### config.mk
export PLATFORM = sky130hd
export DESIGN_NAME = i2c_cfg_sequencer
export DESIGN_NICKNAME = d
export VERILOG_FILES = /design/src/rtl/i2c_cfg_sequencer.sv
export SDC_FILE = /design/constraint.sdc
export NUM_CORES = 1
export LEC_CHECK = 0
export CORE_MARGIN = 2
export CORE_UTILIZATION = 55
export CTS_BUF_LIST = sky130_fd_sc_hd__clkbuf_8
export DETAILED_ROUTE_END_ITERATION = 10
export PLACE_DENSITY = 0.81
export SYNTH_ARGS = -nofsm -noshare
export SYNTH_HDL_FRONTEND = slang
export SYNTH_SLANG_ARGS = --single-unit
export TNS_END_PERCENT = 1
### constraint.sdc
create_clock -name clk -period 4.5 [get_ports clk]
set_input_delay 0.9 -clock clk [delete_from_list [all_inputs] [get_ports clk]]
set_output_delay 0.9 -clock clk [all_outputs]
set_load 0.02 [all_outputs]
### src/rtl/i2c_cfg_sequencer.sv
// Walks an external ROM of {dev_addr, reg_addr, wdata} writes through an I2C master, with retry and pass/fail report.
// Optional write-then-read verification of each entry is enabled by defining I2C_CFG_READBACK_EN.
module i2c_cfg_sequencer #(
    parameter int TABLE_DEPTH    = 16,
    parameter int IDX_W          = 4,
    parameter int MAX_RETRY      = 3,
    parameter int GAP_CYCLES     = 2000,
    parameter int TIMEOUT_CYCLES = 2000000
) (
    input  logic             clk,
    input  logic             reset,
    input  logic             go,
    output logic [IDX_W-1:0] tbl_addr,
    input  logic [23:0]      tbl_data,
    output logic             m_start,
    output logic             m_wr,
    output logic [23:0]      m_data,
    input  logic             m_busy,
    input  logic             m_done,
    input  logic             m_error,
    input  logic [7:0]       m_rdata,
    output logic             cfg_busy,
    output logic             cfg_done,
    output logic             cfg_fail,
    output logic [IDX_W-1:0] fail_idx,
    output logic             fail_timeout
);

    // Index is one bit wider than the ROM address so it can reach TABLE_DEPTH without wrapping.
    localparam int IDXC_W = IDX_W + 1;
    localparam int RTY_W  = (MAX_RETRY > 0) ? $clog2(MAX_RETRY + 1) : 1;
    localparam int GAP_W  = (GAP_CYCLES > 0) ? $clog2(GAP_CYCLES + 1) : 1;
    localparam int TO_W   = $clog2(TIMEOUT_CYCLES + 1);

    typedef enum logic [3:0] {
        S_IDLE, S_FETCH, S_FETCH_W, S_CHECK, S_ISSUE,
        S_WAIT, S_RELEASE, S_GAP, S_FINISH, S_FAIL
    } state_t;

    typedef enum logic [1:0] {OC_OK, OC_NACK, OC_TIMEOUT} outcome_t;

    state_t              state;
    outcome_t            outcome;
    logic [IDXC_W-1:0]   idx;
    logic [23:0]         entry;
    logic [RTY_W-1:0]    rty;
    logic [GAP_W-1:0]    gcnt;
    logic [TO_W-1:0]     tcnt;
    logic                go_q;
    logic                go_rise;

`ifdef I2C_CFG_READBACK_EN
    logic                rd_phase;
`else
    logic                rdata_unused;
    assign rdata_unused = ^m_rdata;
`endif

    assign go_rise  = go & ~go_q;
    assign tbl_addr = idx[IDX_W-1:0];

    always_ff @(posedge clk or posedge reset) begin
        if (reset) begin
            state        <= S_IDLE;
            outcome      <= OC_OK;
            idx          <= '0;
            entry        <= '0;
            rty          <= '0;
            gcnt         <= '0;
            tcnt         <= '0;
            go_q         <= 1'b0;
            m_start      <= 1'b0;
            m_wr         <= 1'b0;
            m_data       <= '0;
            cfg_busy     <= 1'b0;
            cfg_done     <= 1'b0;
            cfg_fail     <= 1'b0;
            fail_idx     <= '0;
            fail_timeout <= 1'b0;
`ifdef I2C_CFG_READBACK_EN
            rd_phase     <= 1'b0;
`endif
        end else begin
            go_q     <= go;
            cfg_done <= 1'b0;
            unique case (state)
                S_IDLE: begin
                    if (go_rise) begin
                        cfg_fail     <= 1'b0;
                        fail_idx     <= '0;
                        fail_timeout <= 1'b0;
                        idx          <= '0;
                        rty          <= '0;
                        cfg_busy     <= 1'b1;
                        m_wr         <= 1'b1;
`ifdef I2C_CFG_READBACK_EN
                        rd_phase     <= 1'b0;
`endif
                        state        <= S_FETCH;
                    end
                end
                S_FETCH:   state <= S_FETCH_W;
                S_FETCH_W: begin
                    entry <= tbl_data;
                    state <= S_CHECK;
                end
                S_CHECK: begin
                    if (entry == 24'hFFFFFF || int'(idx) == TABLE_DEPTH)
                        state <= S_FINISH;
                    else
                        state <= S_ISSUE;
                end
                S_ISSUE: begin
                    if (!m_busy) begin
                        m_data  <= entry;
`ifdef I2C_CFG_READBACK_EN
                        m_wr    <= ~rd_phase;
`else
                        m_wr    <= 1'b1;
`endif
                        m_start <= 1'b1;
                        tcnt    <= '0;
                        state   <= S_WAIT;
                    end
                end
                S_WAIT: begin
                    if (m_done) begin
`ifdef I2C_CFG_READBACK_EN
                        // A readback that returns the wrong byte is retried exactly like a NACK.
                        outcome <= (!rd_phase || m_rdata == entry[7:0]) ? OC_OK : OC_NACK;
`else
                        outcome <= OC_OK;
`endif
                        m_start <= 1'b0;
                        state   <= S_RELEASE;
                    end else if (m_error) begin
                        outcome <= OC_NACK;
                        m_start <= 1'b0;
                        state   <= S_RELEASE;
                    end else if (int'(tcnt) == TIMEOUT_CYCLES - 1) begin
                        outcome <= OC_TIMEOUT;
                        m_start <= 1'b0;
                        state   <= S_RELEASE;
                    end else begin
                        tcnt <= tcnt + TO_W'(1);
                    end
                end
                S_RELEASE: begin
                    if (outcome == OC_TIMEOUT) begin
                        state <= S_FAIL;
                    end else if (!m_done && !m_error && !m_busy) begin
                        gcnt  <= '0;
                        state <= S_GAP;
                    end
                end
                S_GAP: begin
                    if (int'(gcnt) >= GAP_CYCLES - 1) begin
                        if (outcome == OC_OK) begin
`ifdef I2C_CFG_READBACK_EN
                            if (!rd_phase) begin
                                rd_phase <= 1'b1;
                                state    <= S_ISSUE;
                            end else begin
                                rd_phase <= 1'b0;
                                idx      <= idx + IDXC_W'(1);
                                rty      <= '0;
                                state    <= S_FETCH;
                            end
`else
                            idx   <= idx + IDXC_W'(1);
                            rty   <= '0;
                            state <= S_FETCH;
`endif
                        end else if (int'(rty) < MAX_RETRY) begin
                            rty   <= rty + RTY_W'(1);
`ifdef I2C_CFG_READBACK_EN
                            rd_phase <= 1'b0;
`endif
                            state <= S_ISSUE;
                        end else begin
                            state <= S_FAIL;
                        end
                    end else begin
                        gcnt <= gcnt + GAP_W'(1);
                    end
                end
                S_FINISH: begin
                    cfg_done <= 1'b1;
                    cfg_busy <= 1'b0;
                    m_wr     <= 1'b0;
                    state    <= S_IDLE;
                end
                S_FAIL: begin
                    cfg_fail     <= 1'b1;
                    fail_idx     <= idx[IDX_W-1:0];
                    fail_timeout <= (outcome == OC_TIMEOUT);
                    cfg_busy     <= 1'b0;
                    m_wr         <= 1'b0;
                    state        <= S_IDLE;
                end
                default: state <= S_IDLE;
            endcase
        end
    end

endmodule

==> results of run 1 <==
layout by cell type, fill, tap and decap left out, types with 12 or more instances in the layout:
master,netlist,layout
dfrtp_1,104,104
clkdlybuf4s50_1,0,67
mux2_2,51,51
nand2_1,34,34
a31oi_1,13,13
nor2_1,31,30
nand4_1,12,12
nand3_1,14,14
o21ai_0,39,39
a21oi_1,14,14
through the flow:
stage	setup WS [ps]	std cells
4_1_cts	1820	626
5_1_grt	1660	626
3_3_place_gp	1520	610
2_1_floorplan	868	452
3_5_place_dp	1490	610
6_report	1810	626
state kept, by name, summed over array words and instances, names as in the netlist, 2 cells and up:
register and cells:
m_data 24, idx 5, rty 2, fail_idx 4, tcnt 21, gcnt 11, outcome 2, state 4
entry 24
worst paths after layout:
check | startpoint | endpoint | slack (ps) | depth (start not counted)
hold reg to reg | idx[4]$_DFFE_PP0P_ | idx[4]$_DFFE_PP0P_ | 480 | 1
hold / removal | idx[4]$_DFFE_PP0P_ | idx[4]$_DFFE_PP0P_ | 480 | 1
max in group asynchronous | reset | outcome[0]$_DFFE_PP0P_ | 2650 | 3
setup / recovery | m_busy | state[0]$_DFFE_PP0P_ | 1810 | 6
min in group asynchronous | reset | m_data[1]$_DFFE_PP0P_ | 970 | 2
setup reg to reg | state[0]$_DFFE_PP0P_ | state[0]$_DFFE_PP0P_ | 1820 | 5
critical path, cell delays in order:
cell and delay, ps:
clkdlybuf4s50_1 620, nor3_4 70, buf_4 220, o221a_2 420, nor3b_2 330, mux2_1 370
metal layers:
| layer | global-route usage [%] | vias to the layer above | share of wire, % |
|---|---|---|---|
| met3 | 4.92 | 19 | 4.2 |
| met2 | 39.9 | 91 | 50 |
| met5 | 0 | - | 0 |
| met4 | 6.43 | 0 | 1.8 |
| li1 | - | 1806 | - |
| met1 | 30.6 | 1918 | 44 |
power breakdown:
| group | switching [mW] | total, mW | internal, mW |
|---|---|---|---|
| Sequential | 0.243 | 1.47 | 1.23 |
| Clock | 0.336 | 0.560 | 0.224 |
| Combinational | 0.695 | 1.36 | 0.668 |
| Total | 1.27 | 3.39 | 2.12 |
cell type report:
class	instances	area share (%)
Tap cell	108	2.29
Sequential cell	104	44.1
Clock buffer	10	2.33
Multi-Input combinational cell	319	38.0
Timing Repair Buffer	72	12.0
Clock inverter	6	0.827
Inverter	7	0.488
cells by family (layout without fill, tap and decap cells):
logic type      count (synthesis)  after routing  synth area share [%]
buf+inv                        29             95                  3.18
xor+xnor                        2              2                 0.350
compound gates                111            111                  14.7
flops                         104            104                  52.1
mux                            52             52                  11.7
simple gates                  149            149                  16.7
fa+ha+maj                       5              5                  1.25
==> results.cfg, run 1 <==
[critical_path]
worst_setup_path_end_kind = register
start_kind = primary input
crit_fanout = 18
required_ps = 4750
critical_path_class = in -> reg
arrival_ps = 2940

[synthesis]
synth_area_leaders = dfrtp_1 52%, mux2_2 11%, o21ai_0 3.9%
synth_top_area_cell = dfrtp_1
synthFlopType = dfrtp_1
syn-cell-area_mm2 = 0.00500
ys_ff_latch = 104
ys_types = 62
synth_top_area_share_pct = 52.1
seq_area_frac_synth_pct = 52.1
ys.warnings.count = 0
synth_edf_count = 0
synthArstFlopShare_pct = 100
yosys-top-cells-count = 104 x dfrtp_1, 51 x mux2_2, 39 x o21ai_0, 34 x nand2_1, 31 x nor2_1
syn_inst = 452
synth_area_per_cell_um2 = 11.1
yosysMostFrequentCell = dfrtp_1
syn_nets = 495

[clock_tree]
cts.sinks = 104
cts_tree = yes
clockRootBuffer = clkbuf_8
cts_hold_repair.buffers = 0
cts_max_level = 3
cts_buffer_depth = 2
insertion_delay_ps = 370
cts_setup_buffers = 0
cts_resized = 0
cts_buffers = 9
clk_pin_slew_ps = 100

[timing]
drv_slew = 0
fmax_ghz = 0.372
clock_skew_ps = 13.7
period_share_pct = 59.8
slew_headroom_pct = 20.6
tightest_slew_ps = 1190
min_period_ps = 2690
final-setup-viol-count = 0
hold_viol = 0
setup_tns_ps = 0
grt_setup_unrepaired = false
timing.hold.ws_ps = 481

[layout]
multi_input_area_mm2 = 0.00224
syn_to_final_growth_pct = 18.0
final_util_pct = 67.3
drive_above_1_share_pct = 16.8
nNetsFinal = 556
fillers = 658
final_area_mm2 = 0.00590
n_antenna_cell = 0
seq_area_mm2 = 0.00260

[place]
gp_congestion = 0.854
hpwl_um = 7560
port_buffers = 67
placed_cell_area_mm2 = 0.00572

[drt]
drc = 0
finalWirelength_um = 11000
postRouteAntennaNets = 0
via_count = 3834
vias_per_cell = 6.12
avgRoutedWirePerCell_um = 17.5
drtPass1Iterations = 5
first_iter_violations = 244

[pwr]
power.density_mw_per_mm2 = 575
finalPower_mw = 3.39
vdd_drop_max_mv = 0.394
p_leak_nw = 2.48

[die]
core_region_area_mm2 = 0.00876
die-area_mm2 = 0.00987
num_io_pins = 76
initial_core_util_pct = 57.1
die_h_um = 99.3
dieWidth_um = 99.3
num_rows = 34

[global_route]
grt-ovfl-total = 0
grt_usage_pct = 23.4
grt_pass1_wl_um = 18700
grt_max_degree = 51
antenna_found_initial = 0
grt_pass1_vias = 3872

[worst_hold_path]
hp-class = reg -> reg

[status]
outcome = finished, final reports clean

[flow_run]
drv_cap = 0
No activity file was read; power rests on OpenSTA's default activity.
==> run 2: changes to the inputs <==
--- a/config.mk
+++ b/config.mk
@@ -6,10 +6,10 @@
 export NUM_CORES = 1
 export LEC_CHECK = 0
 export CORE_MARGIN = 2
-export CORE_UTILIZATION = 55
+export CORE_UTILIZATION = 51
 export CTS_BUF_LIST = sky130_fd_sc_hd__clkbuf_8
 export DETAILED_ROUTE_END_ITERATION = 10
-export PLACE_DENSITY = 0.81
+export PLACE_DENSITY = 0.79
 export SYNTH_ARGS = -nofsm -noshare
 export SYNTH_HDL_FRONTEND = slang
 export SYNTH_SLANG_ARGS = --single-unit
==> constraint.sdc (replaced) <==
create_clock -name clk -period 2.3 [get_ports clk]
set_input_delay 0.46 -clock clk [delete_from_list [all_inputs] [get_ports clk]]
set_output_delay 0.46 -clock clk [all_outputs]
set_load 0.02 [all_outputs]
==> run 2 against run 1 <==
Compared with the run above: clock skew decreased by 1.4 ps; sequential share of layout area decreased by 1.8 points; non-clock buffer count increased by 17; utilization decreased by 3.6 points; final cell count increased by 6.7%; die area increased by 7.5%; setup slack got worse by 1700 ps; wire length decreased by 1.0%; critical path depth unchanged; first-iteration DRC count decreased by 39%; clock power increased by 140%.
==> results.cfg, run 2 (synthesis gave the netlist of run 1 again) <==
[timing]
min_period_ps = 2160
final-setup-viol-count = 0
drv_slew = 0
hold_viol = 0
period_share_pct = 93.7
fmax_ghz = 0.464
clock_skew_ps = 12.3
timing.hold.ws_ps = 328
setup_slack_ps = 144
slew_headroom_pct = 58.1
grt_setup_unrepaired = false
tightest_slew_ps = 629

[layout]
final_area_mm2 = 0.00615
layout_common_cells = 104 x dfrtp_1, 67 x clkdlybuf4s50_1, 51 x mux2_2
n_antenna_cell = 0
final_common_cell = dfrtp_1
nNetsFinal = 573
largestRegisters = entry: 24 flops, m_data: 24 flops, tcnt: 21 flops
fillers = 807
syn_to_final_growth_pct = 22.9
drive_above_1_share_pct = 19.4

[die]
num_rows = 36
die-area_mm2 = 0.0106
dieWidth_um = 103
initial_core_util_pct = 51.9
num_io_pins = 76
die_h_um = 103
core_region_area_mm2 = 0.00964

[drt]
drtPass1Iterations = 4
avgRoutedWirePerCell_um = 16.3
vias_per_cell = 5.76
postRouteAntennaNets = 0
first_iter_violations = 149
finalWirelength_um = 10900
drc = 0
via_count = 3849

[critical_path]
start_kind = register
worst_setup_path_end_kind = register
path_cells = ha_1, and4_2, nand2_1, o221a_2, nor3b_2, mux2_1
arrival_ps = 2410
critical_path_class = reg -> reg
crit_fanout = 5
max_stage_delay_ps = 420
required_ps = 2560
cp_slowest_cell = dfrtp_1

[global_route]
antenna_found_initial = 0
grt_pass1_wl_um = 18300
grt-ovfl-total = 0
grt_usage_pct = 21.9
grt_pass1_vias = 3769
grt_max_degree = 65

[clock_tree]
cts_buffer_depth = 2
cts_buffers = 9
cts.sinks = 104
cts_tree = yes
clockRootBuffer = clkbuf_8
insertion_delay_ps = 370
cts_max_level = 3
cts_hold_repair.buffers = 0
clk_pin_slew_ps = 90

[place]
gp_congestion = 0.842
port_buffers = 67
placed_cell_area_mm2 = 0.00590
hpwl_um = 7710
pre_cts_slack_ps = -140

[pwr]
vdd_drop_max_mv = 0.774
power.density_mw_per_mm2 = 1130
finalPower_mw = 6.95
p_leak_nw = 2.59

[worst_hold_path]
hp-class = in -> async

[flow_run]
drv_cap = 0

[status]
outcome = finished, final reports clean
==> run 2: cell count changes in the layout (fill, tap and decap cells not counted), sizes merged <==
cell	change
buf	+17
bufinv	+3
clkbuf	-1
clkinv	-1
clkinvlp	+2
inv	-3
==> run 2: routing by layer <==
metal / track usage [%] / wire length (um) / vias up / part of all wire [%]
li1: - / - / 1837 / -
met1: 29.5 / 4850 / 1914 / 45
met2: 36.5 / 5450 / 93 / 50
met3: 4.54 / 489 / 5 / 4.5
met4: 5.16 / 68 / 0 / 0.63
met5: 0 / 0 / - / 0
==> run 2: final timing paths <==
path,start,end,slack [ps],cells past startpoint
max in group asynchronous,reset,tcnt[7]$_DFFE_PP0P_,1450,3
min in group clk,tcnt[20]$_DFFE_PP0P_,tcnt[20]$_DFFE_PP0P_,490,1
setup / recovery,tcnt[0]$_DFFE_PP0P_,state[0]$_DFFE_PP0P_,140,6
hold / removal,reset,go_q$_DFF_PP0_,330,2
setup reg to reg,tcnt[0]$_DFFE_PP0P_,state[0]$_DFFE_PP0P_,140,6
hold reg to reg,tcnt[20]$_DFFE_PP0P_,tcnt[20]$_DFFE_PP0P_,490,1
==> run 2: repair_timing <==
item | 4_1_cts | 5_1_grt
gates resized for setup | 0 | 2
hold endpoints to repair | 0 | 0
setup buffers | 0 | 0
setup endpoints to repair | 0 | 2
==> run 2: power breakdown <==
| part | internal (mW) | switching (mW) | leakage [nW] |
|---|---|---|---|
| sequential | 2.40 | 0.445 | 1.33 |
| combinational | 1.40 | 1.38 | 1.14 |
| clock | 0.715 | 0.605 | 0.120 |
| total | 4.52 | 2.43 | 2.59 |
==> run 2: layout make-up <==
cell class                      instances  area, um^2  area share, %
Timing Repair Buffer                   89         861           14.0
Clock inverter                          7         111           1.81
Sequential cell                       104        2600           42.3
Tap cell                              133         166           2.71
Inverter                                7        30.0          0.489
Multi-Input combinational cell        319        2250           36.6
Clock buffer                            9         124           2.02
==> run 2: per-stage QoR <==
stage	util, %	cells	setup TNS [ps]
after floorplan	-	452	0
after global placement	61.2	652	-187
after detailed placement	61.2	652	-948
after CTS	63.7	668	0
after global routing	63.8	668	0
final	63.8	668	0
==> run 2: critical path, delay by kind of cell (launching register included) <==
kind                       cells  cell delay (ps)
AOI/OAI and AO/OA              1              340
muxes                          1              340
DFF                            1              420
adders and majority gates      1              250
and+or+nand+nor                3              700
==> run 3: changes to the inputs <==
--- a/config.mk
+++ b/config.mk
@@ -6,10 +6,10 @@
 export NUM_CORES = 1
 export LEC_CHECK = 0
 export CORE_MARGIN = 2
-export CORE_UTILIZATION = 51
+export CORE_UTILIZATION = 55
 export CTS_BUF_LIST = sky130_fd_sc_hd__clkbuf_8
 export DETAILED_ROUTE_END_ITERATION = 10
-export PLACE_DENSITY = 0.79
+export PLACE_DENSITY = 0.81
 export SYNTH_ARGS = -nofsm -noshare
 export SYNTH_HDL_FRONTEND = slang
 export SYNTH_SLANG_ARGS = --single-unit
==> constraint.sdc (replaced) <==
create_clock -name clk -period 2.14 [get_ports clk]
set_input_delay 0.428 -clock clk [delete_from_list [all_inputs] [get_ports clk]]
set_output_delay 0.428 -clock clk [all_outputs]
set_load 0.02 [all_outputs]
==> run 3 against run 2 <==
Compared with the run above: first-iteration DRC count up 32%; maximum frequency grew 1.6%; wire length grew 4.6%; sequential share of layout area is 0.25 points lower; combinational power rose by 14%; largest power group is now combinational cells; critical endpoint unchanged; critical path type unchanged; die area is 7.0% lower; register-to-register slack worse by 130 ps; via count increased by 2.9%; largest cell class unchanged.
==> results.cfg, run 3 (synthesis gave the netlist of run 1 again) <==
[global_route]
grt_usage_pct = 24.4
grt_max_degree = 105
grt-ovfl-total = 0
grt_pass1_vias = 3964
grt_pass1_wl_um = 19300
antenna_found_initial = 0

[clock_tree]
clockRootBuffer = clkbuf_8
cts_buffer_depth = 2
cts_max_level = 3
cts_tree = yes
clk_pin_slew_ps = 100
cts_buffers = 9
insertion_delay_ps = 370
cts.sinks = 104
cts_hold_repair.buffers = 0

[timing]
grt_setup_unrepaired = true
setup_slack_ps = 18.9
clock_skew_ps = 9.53
drv_slew = 0
period_share_pct = 99.1
min_period_ps = 2120
hold_viol = 0
slew_headroom_pct = 63.9
timing.hold.ws_ps = 482
final-setup-viol-count = 0
fmax_ghz = 0.471
tightest_slew_ps = 542
setup_tns_ps = 0

[drt]
routed.top_layer = met4
first_iter_violations = 197
finalWirelength_um = 11400
vias_per_cell = 6.05
drtPass1Iterations = 5
wl_met2_um = 5840
drc = 0
wl_met1_um = 4990
avgRoutedWirePerCell_um = 17.4
postRouteAntennaNets = 0
routed-wl-met3_um = 449
via_count = 3960

[die]
die-area_mm2 = 0.00987
num_rows = 34
num_io_pins = 76
dieWidth_um = 99.3
core_region_area_mm2 = 0.00876
initial_core_util_pct = 57.1
die_h_um = 99.3

[place]
pre_cts_slack_ps = -176
hpwl_um = 7930
place_inst = 638
port_buffers = 67
gp_congestion = 0.912
placed_cell_area_mm2 = 0.00595

[critical_path]
start_kind = register
r2r_start = gcnt[0]$_DFFE_PP0P_
critical_path_class = reg -> reg
crit_fanout = 5
cp_slowest_cell = dfrtp_1
arrival_ps = 2380
path_cells = ha_1, a311o_1, o211ai_1, nand2_1, nor3b_2, mux2_1
crit_start = gcnt[0]$_DFFE_PP0P_
required_ps = 2400
max_stage_delay_ps = 400
r2r_slack_ps = 20
worst_setup_path_end_kind = register

[layout]
syn_to_final_growth_pct = 23.6
final_cells = 655
n_antenna_cell = 0
largestRegisters = entry: 24 flops, m_data: 24 flops, tcnt: 21 flops
multi_input_area_mm2 = 0.00227
layout_common_cells = 104 x dfrtp_1, 67 x clkdlybuf4s50_1, 51 x mux2_2
final_util_pct = 70.5
nNetsFinal = 585
final_area_mm2 = 0.00618
seq_area_mm2 = 0.00260
fillers = 634
final_common_cell = dfrtp_1
drive_above_1_share_pct = 21.9

[pwr]
pwr-share-seq_pct = 41.1
p_clk_share_pct = 16.2
combPwrFrac_pct = 42.7
switching_share_pct = 37.6
finalPower_mw = 7.43
p_leak_nw = 2.63
power.density_mw_per_mm2 = 1200
p_int_mw = 4.64
vdd_drop_max_mv = 0.810
power_switching_mw = 2.79

[worst_hold_path]
hp-class = reg -> reg
min_from = tcnt[20]$_DFFE_PP0P_

[flow_run]
drv_cap = 0

[status]
outcome = finished, final reports clean
[run 3: cell count changes in the layout (fill, tap and decap cells not counted), sizes merged]
cell	change
buf	+12
bufinv	-3
inv	+2
clkinv	+1
[run 3: power by group through the flow]
stage	clock [mW]	combinational (mW)	sequential [mW]
2_1_floorplan	0	1.61	3.31
3_3_place_gp	0	3.05	3.04
3_5_place_dp	0	3.16	3.08
4_1_cts	1.24	3.18	3.05
5_1_grt	1.32	3.42	3.13
6_report	1.20	3.18	3.05
[run 3: critical path, delay by kind of cell (launching register included)]
family	cells	cell delay (ps)
AO/OA/AOI/OAI	2	670
AND/OR/NAND/NOR	2	410
flip-flops	1	400
multiplexers	1	310
adder cells (fa/ha/maj)	1	220
[run 3: area by class of cell]
cell class                      instances  area share (%)
Sequential cell                       104            42.1
Tap cell                              108            2.19
Inverter                                7           0.486
Clock buffer                            9            2.00
Multi-Input combinational cell        319            36.7
Clock inverter                          7            1.17
Timing Repair Buffer                  101            15.4
[run 3: timing repair]
item,in CTS,in global routing
buffers inserted,0,1
gates resized for setup,0,5
endpoints found under the setup margin,0,15
[run 3: final timing paths]
path                       depth (start not counted)                    end
max                                                6   state[0]$_DFFE_PP0P_
min                                                1   tcnt[20]$_DFFE_PP0P_
max in group asynchronous                          3   tcnt[14]$_DFFE_PP0P_
max reg2reg                                        6   state[0]$_DFFE_PP0P_
min in group asynchronous                          3  m_data[1]$_DFFE_PP0P_
min reg2reg                                        1   tcnt[20]$_DFFE_PP0P_
[run 3: layer usage]
layer	up-vias	global-route usage, %
met5	-	0
met2	88	40.3
met1	2004	33.3
met4	0	5.06
met3	7	6.04
li1	1861	-
